===== src/rtl/bitser_pkg.sv =====
// Shared definitions for the bit-serial logic sequencer: the opcode map of the
// 1-bit logic unit and the sequencer state encoding.
package bitser_pkg;

   localparam logic [2:0] OP_NOT      = 3'b000;
   localparam logic [2:0] OP_NOR      = 3'b001;
   localparam logic [2:0] OP_AND      = 3'b010;
   localparam logic [2:0] OP_OR       = 3'b011;
   localparam logic [2:0] OP_XOR      = 3'b100;
   localparam logic [2:0] OP_XNOR     = 3'b101;
   localparam logic [2:0] OP_NAND     = 3'b110;
   localparam logic [2:0] OP_NAND_ALT = 3'b111;

   typedef enum logic [1:0] {
      ST_IDLE = 2'd0,
      ST_RUN  = 2'd1,
      ST_DONE = 2'd2
   } state_t;

endpackage


===== src/rtl/bit_logic_unit.sv =====
// Combinational 1-bit, 8-function logic unit; the sequencer reuses this single
// gate network for every bit position of a wide operation.
module bit_logic_unit
   import bitser_pkg::*;
(
   input  logic       a,
   input  logic       b,
   input  logic [2:0] sel,
   output logic       y
);

   always_comb begin
      y = 1'b0;
      unique case (sel)
         OP_NOT:      y = ~a;
         OP_NOR:      y = ~(a | b);
         OP_AND:      y = a & b;
         OP_OR:       y = a | b;
         OP_XOR:      y = a ^ b;
         OP_XNOR:     y = ~(a ^ b);
         OP_NAND:     y = ~(a & b);
         OP_NAND_ALT: y = ~(a & b);
         default:     y = 1'b0;
      endcase
   end

endmodule


===== src/rtl/bitser_logic_seq.sv =====
// Bit-serial sequencer: accepts two WIDTH-bit operands and an opcode, evaluates
// them LSB-first through one bit_logic_unit and returns the assembled result.
module bitser_logic_seq
   import bitser_pkg::*;
#(
   parameter int WIDTH = 8,
   parameter int CNT_W = 16
) (
   input  logic             clk,
   input  logic             rst_n,
   input  logic             flush,
   input  logic             in_valid,
   output logic             in_ready,
   input  logic [WIDTH-1:0] op_a,
   input  logic [WIDTH-1:0] op_b,
   input  logic [2:0]       op_sel,
   output logic             res_valid,
   input  logic             res_ready,
   output logic [WIDTH-1:0] res_data,
   output logic             busy,
   output logic [CNT_W-1:0] ops_done
);

   localparam int CW = (WIDTH > 2) ? $clog2(WIDTH) : 1;
   localparam logic [CW-1:0] LAST_BIT = CW'(WIDTH - 1);

   state_t           state_reg;
   logic [WIDTH-1:0] a_reg;
   logic [WIDTH-1:0] b_reg;
   logic [2:0]       sel_reg;
   logic [CW-1:0]    cnt_reg;
   logic [WIDTH-1:0] res_reg;
   logic             res_valid_reg;
   logic             in_ready_reg;
   logic             busy_reg;
   logic [CNT_W-1:0] ops_done_reg;
   logic             bit_y;

   bit_logic_unit u_blu (
      .a   (a_reg[0]),
      .b   (b_reg[0]),
      .sel (sel_reg),
      .y   (bit_y)
   );

   // All handshake/status outputs are registered alongside the state so they
   // change only on clock edges (or immediately on asynchronous reset).
   always_ff @(posedge clk or negedge rst_n) begin
      if (!rst_n) begin
         state_reg     <= ST_IDLE;
         a_reg         <= '0;
         b_reg         <= '0;
         sel_reg       <= OP_NOT;
         cnt_reg       <= '0;
         res_reg       <= '0;
         res_valid_reg <= 1'b0;
         in_ready_reg  <= 1'b1;
         busy_reg      <= 1'b0;
         ops_done_reg  <= '0;
      end else if (flush) begin
         state_reg     <= ST_IDLE;
         cnt_reg       <= '0;
         res_valid_reg <= 1'b0;
         in_ready_reg  <= 1'b1;
         busy_reg      <= 1'b0;
      end else begin
         unique case (state_reg)
            ST_IDLE: begin
               if (in_valid && in_ready_reg) begin
                  a_reg        <= op_a;
                  b_reg        <= op_b;
                  sel_reg      <= op_sel;
                  cnt_reg      <= '0;
                  state_reg    <= ST_RUN;
                  in_ready_reg <= 1'b0;
                  busy_reg     <= 1'b1;
               end
            end
            ST_RUN: begin
               // Result fills from the MSB end so bit 0 lands at bit 0 after WIDTH shifts.
               res_reg <= {bit_y, res_reg[WIDTH-1:1]};
               a_reg   <= a_reg >> 1;
               b_reg   <= b_reg >> 1;
               if (cnt_reg == LAST_BIT) begin
                  cnt_reg       <= '0;
                  state_reg     <= ST_DONE;
                  res_valid_reg <= 1'b1;
               end else begin
                  cnt_reg <= cnt_reg + CW'(1);
               end
            end
            ST_DONE: begin
               if (res_ready) begin
                  state_reg     <= ST_IDLE;
                  res_valid_reg <= 1'b0;
                  in_ready_reg  <= 1'b1;
                  busy_reg      <= 1'b0;
                  ops_done_reg  <= ops_done_reg + CNT_W'(1);
               end
            end
            default: begin
               state_reg     <= ST_IDLE;
               cnt_reg       <= '0;
               res_valid_reg <= 1'b0;
               in_ready_reg  <= 1'b1;
               busy_reg      <= 1'b0;
            end
         endcase
      end
   end

   assign in_ready  = in_ready_reg;
   assign res_valid = res_valid_reg;
   assign res_data  = res_reg;
   assign busy      = busy_reg;
   assign ops_done  = ops_done_reg;

endmodule

===== config.mk =====
export PLATFORM = sky130hd
export DESIGN_NAME = bitser_logic_seq
export DESIGN_NICKNAME = d
export VERILOG_FILES = /design/src/rtl/bitser_pkg.sv /design/src/rtl/bit_logic_unit.sv /design/src/rtl/bitser_logic_seq.sv
export SDC_FILE = /design/constraint.sdc
export NUM_CORES = 1
export LEC_CHECK = 0
export CAP_MARGIN = 20
export CORE_AREA = 4 4 88 90
export CTS_BUF_LIST = sky130_fd_sc_hd__clkbuf_8 sky130_fd_sc_hd__clkbuf_16
export CTS_CLUSTER_SIZE = 24
export DETAILED_ROUTE_END_ITERATION = 7
export DIE_AREA = 0 0 92 94
export PLACE_DENSITY = 0.64
export SKIP_CTS_REPAIR_TIMING = 1
export SKIP_LAST_GASP = 1
export SLEW_MARGIN = 10
export SYNTH_ARGS = -nofsm -noshare
export SYNTH_HDL_FRONTEND = slang
export SYNTH_HIERARCHICAL = 1
export SYNTH_SLANG_ARGS = --single-unit

===== constraint.sdc =====
create_clock -name clk -period 4.35 [get_ports clk]
set_clock_uncertainty 0.1 [all_clocks]
set_input_delay 0.87 -clock clk [delete_from_list [all_inputs] [get_ports clk]]
set_output_delay 0.87 -clock clk [all_outputs]
set_load 0.01 [all_outputs]

==> flow_summary.json, run 1 <==
{
  "fin_worst_hold_slack_ps": 356,
  "crit_required_ps": 4400,
  "core_area_um2": 7060,
  "dp_hpwl_um": 3380,
  "wl_um": 4660,
  "yosysTopAreaCellShare_pct": 52.6,
  "crit_type": "in2reg",
  "synth_common_cells": "dfrtp_1 (50), nand2_1 (31), o21ai_0 (18)",
  "ys_seq_elements": 51,
  "cts-root-buf": "clkbuf_8",
  "setup_viol": 0,
  "synth_xor_area_share_pct": 5.84,
  "dieHeight_um": 94,
  "yosysMostFrequentCell": "dfrtp_1",
  "finalPower_mw": 1.19,
  "stdcell_area_um2": 3060,
  "switching_power_mw": 0.339,
  "clock.fmax_ghz": 0.415,
  "p_leak_nw": 1.36,
  "p_comb_share_pct": 23.5,
  "nets": 288,
  "slew_violations": 0,
  "largest_reg_flops": 16,
  "drc": 0,
  "cts_buffers": 5,
  "grt_pass1_wl_um": 7840,
  "viasPerCell": 4.62,
  "synth_edf_count": 0,
  "synth_compound_area_share_pct": 7.15,
  "swShare_pct": 28.4,
  "tightestPinTransition_ps": 799,
  "grt_max_degree": 38,
  "drtAntennaViolNets": 0,
  "synth_cells": 210,
  "rows": 31,
  "io_pins": 51,
  "worst-path-max-fanout": 32,
  "crit_path_start_kind": "primary input",
  "yosys.area_share.simple_pct": 16.9,
  "drt-initial-drc-count": 63,
  "antenna_found_initial": 0,
  "die_w_um": 92,
  "cp.arrival_ps": 2460,
  "slew_headroom_pct": 46.7,
  "fin_crit_ps": 2410,
  "clk_pin_slew_ps": 90,
  "ir_drop_uv": 232,
  "cap_violations": 0,
  "io_buffers": 50,
  "cts_tree": "built",
  "hold_viol": 0,
  "synthArstFlopShare_pct": 100,
  "synth_top_family_by_area": "simple AND/OR/NAND/NOR gates",
  "powerDensity_nw_per_um2": 390,
  "avgSynthCellArea_um2": 11.3,
  "start_util_pct": 33.7,
  "first_pass_iters": 6,
  "muxShareOfSynthArea_pct": 11.1,
  "ys.flop_type": "dfrtp_1",
  "dp_worst_setup_slack_ps": 1580,
  "cts.htree.levels": 2,
  "final_util_pct": 43.3,
  "intPower_mw": 0.854,
  "grt_overflow_total": 0,
  "track_usage_pct": 11.5,
  "instances_no_fill": 359,
  "synth_largest_area_cell": "dfrtp_1",
  "netlist_area_um2": 2380,
  "timing.final.ws_setup_ps": 1940,
  "cp_slowest_stage_delay_ps": 750,
  "dieArea_um2": 8650,
  "crit_slowest_cell": "or3_1",
  "synthAdderAreaFrac_pct": 2.63,
  "placed_cell_area_um2": 2960,
  "cp_cell_sequence": "clkdlybuf4s50_1 -> or3_1 -> nand2_1 -> o21ai_0",
  "yosysWarnings": 6,
  "n_antenna_cell": 0,
  "status": "complete, no violations",
  "synth_cell_types": 38,
  "vias": 1659,
  "fin_setup_tns_ps": 0,
  "sequentialPowerShare_pct": 51.9,
  "yosys-top-cells-area": "dfrtp_1 (53%), mux2i_1 (5.9%), mux2_2 (5.2%)",
  "dp.cells": 351,
  "gp_congestion": 0.768,
  "cts_sinks": 51,
  "ys_seq_area_share_pct": 53.7,
  "drive_gt1_share_pct": 11.9,
  "critPathCaptureType": "register",
  "synthesis.nets": 239,
  "clk_latency_ps": 300,
  "wl_per_cell_um": 13.0,
  "grt_setup_unrepaired": "false",
  "cts_buffer_depth": 2,
  "grt_pass1_vias": 1631,
  "pwr-share-clk_pct": 24.7,
  "hold_class": "in2async",
  "fin_crit_sh_pct": 55.4,
  "area_growth_pct": 28.5
}
-- kinds of logic (layout without fill, tap and decap cells) --
kind of cell	Yosys count	count (layout)
simple gates	72	72
compound gates	30	30
fa+ha+maj	5	5
mux	25	25
xor+xnor	15	15
buf+inv	12	62
flops	51	51
-- power groups by stage --
stage	clock network [mW]	logic (mW)	registers, mW
floorplan	0	0.148	0.630
global placement	0	0.277	0.627
detailed placement	0	0.284	0.630
CTS	0.305	0.285	0.621
global route	0.324	0.312	0.634
finish	0.294	0.280	0.619
-- final timing paths --
kind | start | end | slack (ps) | cells past startpoint
setup / recovery | flush | a_reg[0]$_DFFE_PN0P_ | 1940 | 4
hold / removal | rst_n | res_data[7]$_DFFE_PN0P_ | 360 | 1
setup reg to reg | in_ready$_DFFE_PN1P_ | a_reg[0]$_DFFE_PN0P_ | 2530 | 4
hold reg to reg | ops_done[15]$_DFFE_PN0P_ | ops_done[15]$_DFFE_PN0P_ | 380 | 1
max in group asynchronous | rst_n | in_ready$_DFFE_PN1P_ | 2990 | 2
min in group clk | ops_done[15]$_DFFE_PN0P_ | ops_done[15]$_DFFE_PN0P_ | 380 | 1
-- worst max-delay path: cells and delay by family --
| kind | cells | cell delay (ps) |
|---|---|---|
| and+or+nand+nor | 2 | 920 |
| AOI/OAI and AO/OA | 1 | 100 |
| buffers and inverters | 1 | 570 |
-- placed cells by master (no fill, tap or decap), types with 3 or more instances in the layout --
cell type / n
clkbuf_8: 6
nand2b_1: 3
mux2_2: 11
a21oi_1: 5
nand4_1: 5
xnor2_1: 12
nand3_1: 3
nor2_1: 10
clkdlybuf4s50_1: 49
ha_1: 5
nor3_1: 4
o21ai_0: 18
mux2i_1: 14
dfrtp_1: 50
nand2_1: 31
-- metal layers --
| layer | vias to the layer above | share of wire (%) | track usage (%) |
|---|---|---|---|
| li1 | 821 | - | - |
| met1 | 800 | 47 | 15.0 |
| met2 | 32 | 48 | 18.8 |
| met3 | 6 | 3.9 | 2.64 |
| met4 | 0 | 1.5 | 4.08 |
| met5 | - | 0 | 0 |
-- layout make-up --
cell class              instances  area [µm²]
fillers                       704        4000
multi-input cells             147        1040
inverters                       2        7.51
flip-flops and latches         51        1280
clock buffers                   6        82.6
repair buffers                 52         510
clock inverters                 2        16.3
well taps                      99         124
No activity file was read; power rests on OpenSTA's default activity.
==> run 2: changes to the inputs <==
- PLACE_DENSITY: 0.64 -> 0.67
- clock period: 4.35 -> 1.9 ns (I/O delays scaled with it)
==> flow_summary.json, run 2 (synthesized netlist as in run 1, its figures left out) <==
{
  "cts.htree.levels": 2,
  "viasPerCell": 4.52,
  "n_antenna_cell": 0,
  "timing.rr.end": "res_data[7]$_DFFE_PN0P_",
  "p_comb_share_pct": 25.0,
  "hold_depth": 1,
  "crit_path_start_kind": "register",
  "fin_crit_sh_pct": 95.1,
  "p_leak_nw": 1.42,
  "nFillCells": 703,
  "sequentialPowerShare_pct": 52.5,
  "io_pins": 51,
  "final_cell_mix": "dfrtp_1 (49), clkdlybuf4s50_1 (48), nand2_1 (31)",
  "worst-path-max-fanout": 6,
  "hold_class": "reg2reg",
  "clk_latency_ps": 300,
  "hold_viol": 0,
  "timing.rr.start": "a_reg[0]$_DFFE_PN0P_",
  "powerDensity_nw_per_um2": 851,
  "nets": 297,
  "critical-path-top-delay-family": "buffers and inverters",
  "clk_pin_slew_ps": 90,
  "gp_congestion": 0.798,
  "cp.arrival_ps": 1330,
  "dieArea_um2": 8650,
  "dp_hpwl_um": 3280,
  "rrSetupSlack_ps": 250,
  "switching_power_mw": 0.750,
  "crit_slowest_cell": "clkdlybuf4s50_1",
  "final_common_cell": "dfrtp_1",
  "crit_required_ps": 1420,
  "cts_buffers": 5,
  "critPathCaptureType": "primary output",
  "intPower_mw": 1.94,
  "ir_drop_uv": 579,
  "cts_tree": "built",
  "first_pass_iters": 2,
  "multi_input_area_um2": 1040,
  "cp_slowest_stage_delay_ps": 580,
  "critPathBufInv": 1,
  "die_w_um": 92,
  "io_buffers": 50,
  "grt_setup_unrepaired": "false",
  "start_util_pct": 33.7,
  "finalPower_mw": 2.69,
  "cts_sinks": 51,
  "tightestPinTransition_ps": 412,
  "clock.fmax_ghz": 0.553,
  "grt_overflow_total": 0,
  "cts_buffer_depth": 2,
  "area_growth_pct": 32.5,
  "pwr-share-clk_pct": 22.5,
  "drtAntennaViolNets": 0,
  "slew_violations": 0,
  "cap_violations": 0,
  "min_from": "ops_done[15]$_DFFE_PN0P_",
  "vias": 1659,
  "status": "complete, no violations",
  "drc": 0,
  "grt_pass1_wl_um": 7750,
  "slew_headroom_pct": 72.3,
  "cp_cell_sequence": "clkdlybuf4s50_1",
  "final_util_pct": 44.7,
  "grt_pass1_vias": 1623,
  "rows": 31,
  "holdPathEnd": "ops_done[15]$_DFFE_PN0P_",
  "fin_setup_tns_ps": 0,
  "grt_max_degree": 52,
  "largest_reg_flops": 16,
  "seq_area_um2": 1280,
  "dieHeight_um": 94,
  "drt-initial-drc-count": 96,
  "crit_type": "reg2out",
  "antenna_found_initial": 0,
  "wl_um": 4570,
  "swShare_pct": 27.9,
  "wl_per_cell_um": 12.4,
  "reg2regPathDepth": 6,
  "core_area_um2": 7060,
  "drive_gt1_share_pct": 14.6,
  "cts-root-buf": "clkbuf_8",
  "fin_crit_ps": 1810,
  "setup_viol": 0,
  "track_usage_pct": 11.3
}
-- run 2: cell type report --
class	instances	share of cell area (%)
clock buffer	5	2.18
inverter	2	0.238
timing repair buffer	61	19.7
tap	99	3.93
sequential	51	40.5
clock inverter	2	0.436
multi-input combinational	147	33.0
-- run 2: power groups by stage --
stage	Sequential, mW	Clock (mW)	Combinational [mW]
after floorplan	1.44	0	0.339
after global placement	1.43	0	0.669
after detailed placement	1.44	0	0.681
after CTS	1.42	0.642	0.689
after global routing	1.45	0.684	0.758
final	1.41	0.604	0.671
-- run 2: worst max-delay path by stage --
stage                       startpoint                        to  slack (ps)  cells past startpoint
2_1_floorplan     in_ready$_DFFE_PN1P_      b_reg[2]$_DFFE_PN0P_         300                      6
3_3_place_gp                     flush   ops_done[9]$_DFFE_PN0P_         -50                      5
3_5_place_dp                     flush  ops_done[13]$_DFFE_PN0P_         -80                      5
4_1_cts           in_ready$_DFFE_PN1P_                  in_ready         -30                      1
5_1_grt        ops_done[1]$_DFFE_PN0P_               ops_done[1]          20                      1
6_report       ops_done[1]$_DFFE_PN0P_               ops_done[1]          90                      1
-- run 2: metal layers --
| layer | global-route usage (%) | wire length (µm) | vias up | part of all wire (%) |
|---|---|---|---|---|
| met1 | 15.3 | 2200 | 787 | 48 |
| met3 | 3.29 | 221 | 5 | 4.8 |
| li1 | - | - | 837 | - |
| met4 | 3.71 | 46 | 0 | 1.0 |
| met2 | 17.5 | 2110 | 30 | 46 |
| met5 | 0 | 0 | - | 0 |
-- run 2: metrics by stage --
stage | hold WS (ps) | std cells | cell area [µm²] | setup WS, ps
4_1_cts | -44.6 | 366 | 3140 | -34.5
3_3_place_gp | 292 | 359 | 3060 | -51.2
5_1_grt | 414 | 367 | 3150 | 21.5
2_1_floorplan | -15.6 | 210 | 2380 | 298
6_report | 374 | 367 | 3150 | 92.7
3_5_place_dp | 296 | 359 | 3060 | -80.8
==> run 3: changes to the inputs <==
- CAP_MARGIN: 20 -> 10
- PLACE_DENSITY: 0.67 -> 0.6
==> flow_summary.json, run 3 (synthesized netlist as in run 1, its figures left out) <==
{
  "status": "complete, no violations",
  "grt_pass1_wl_um": 7990,
  "crit_path_start_kind": "register",
  "drc": 0,
  "holdPathEnd": "b_reg[7]$_DFFE_PN0P_",
  "cts-root-buf": "clkbuf_8",
  "min_from": "b_reg[7]$_DFFE_PN0P_",
  "gp_congestion": 0.722,
  "io_buffers": 50,
  "cap_violations": 0,
  "clk_pin_slew_ps": 90,
  "cts_sinks": 51,
  "critPathBufInv": 1,
  "vias": 1673,
  "dp.cells": 362,
  "core_area_um2": 7060,
  "antenna_found_initial": 0,
  "clock.fmax_ghz": 0.554,
  "grt_max_degree": 33,
  "slew_violations": 0,
  "final_common_cell": "dfrtp_1",
  "start_util_pct": 33.7,
  "cp_cell_sequence": "clkdlybuf4s50_1",
  "wl_um": 4650,
  "setup_viol": 0,
  "rrSetupSlack_ps": 270,
  "nFillCells": 709,
  "fin_crit_ps": 1810,
  "instances_no_fill": 371,
  "timing.rr.end": "res_data[7]$_DFFE_PN0P_",
  "dieArea_um2": 8650,
  "drt-initial-drc-count": 58,
  "grt_setup_unrepaired": "false",
  "viasPerCell": 4.51,
  "fin_worst_hold_slack_ps": 382,
  "drive_gt1_share_pct": 15.4,
  "stdcell_area_um2": 3190,
  "clk_latency_ps": 300,
  "track_usage_pct": 11.5,
  "finalPower_mw": 2.70,
  "powerDensity_nw_per_um2": 845,
  "cts.htree.levels": 2,
  "tightestPinTransition_ps": 410,
  "worst-path-max-fanout": 6,
  "rows": 31,
  "p_leak_nw": 1.44,
  "cts_buffers": 5,
  "crit_required_ps": 1420,
  "n_antenna_cell": 0,
  "largest_reg_flops": 16,
  "slew_headroom_pct": 72.7,
  "io_pins": 51,
  "hold_depth": 2,
  "critical-path-top-delay-family": "buffers and inverters",
  "dieHeight_um": 94,
  "dp_hpwl_um": 3460,
  "hold_class": "reg2reg",
  "final_cell_mix": "dfrtp_1 (49), clkdlybuf4s50_1 (48), nand2_1 (31)",
  "grt_overflow_total": 0,
  "wl_per_cell_um": 12.5,
  "cp.arrival_ps": 1330,
  "cts_buffer_depth": 2,
  "first_pass_iters": 4,
  "crit_slowest_cell": "clkdlybuf4s50_1",
  "die_w_um": 92,
  "critPathCaptureType": "primary output",
  "hold_viol": 0,
  "timing.rr.start": "a_reg[0]$_DFFE_PN0P_",
  "placed_cell_area_um2": 3090,
  "cts_tree": "built",
  "nets": 300,
  "area_growth_pct": 34.1,
  "crit_type": "reg2out",
  "drtAntennaViolNets": 0,
  "ir_drop_uv": 433,
  "cp_slowest_stage_delay_ps": 590,
  "fin_crit_sh_pct": 95.0,
  "grt_pass1_vias": 1684,
  "reg2regPathDepth": 6
}
==> run 3: area by class of cell <==
cell class | instances | area [µm²] | area share, %
Multi-Input combinational cell | 147 | 1040 | 32.6
Tap cell | 99 | 124 | 3.88
Inverter | 2 | 7.51 | 0.235
Sequential cell | 51 | 1280 | 40.1
Clock buffer | 5 | 68.8 | 2.16
Timing Repair Buffer | 64 | 656 | 20.5
Clock inverter | 3 | 16.3 | 0.510
==> run 3: stage by stage <==
step	TNS, ps	utilization (%)	setup WS, ps
2_1_floorplan	0	-	298
3_3_place_gp	-130	43.8	-46.6
3_5_place_dp	-426	43.8	-99.8
4_1_cts	-42.5	45.0	-42.5
5_1_grt	0	45.2	45.0
6_report	0	45.2	94.8
==> run 3: power breakdown <==
| part | leakage, nW | switching, mW | internal [mW] | total [mW] |
|---|---|---|---|---|
| combinational | 0.731 | 0.268 | 0.413 | 0.681 |
| clock | 0.0453 | 0.348 | 0.253 | 0.601 |
| sequential | 0.664 | 0.136 | 1.28 | 1.42 |
| total | 1.44 | 0.753 | 1.95 | 2.70 |
==> run 3: worst max path at each step <==
stage	start	endpoint	slack, ps	depth (start not counted)
4_1_cts	in_ready$_DFFE_PN1P_	in_ready	-40	1
2_1_floorplan	in_ready$_DFFE_PN1P_	b_reg[2]$_DFFE_PN0P_	300	6
5_1_grt	ops_done[1]$_DFFE_PN0P_	ops_done[1]	40	1
6_report	ops_done[1]$_DFFE_PN0P_	ops_done[1]	90	1
3_5_place_dp	flush	ops_done[10]$_DFFE_PN0P_	-100	5
3_3_place_gp	flush	ops_done[10]$_DFFE_PN0P_	-50	5
==> run 3: routing by layer <==
layer / up-vias / track usage, % / routed length [µm]
met5: - / 0 / 0
met4: 0 / 4.08 / 68
met3: 4 / 2.48 / 128
met2: 23 / 18.9 / 2240
met1: 795 / 15.0 / 2210
li1: 851 / - / -
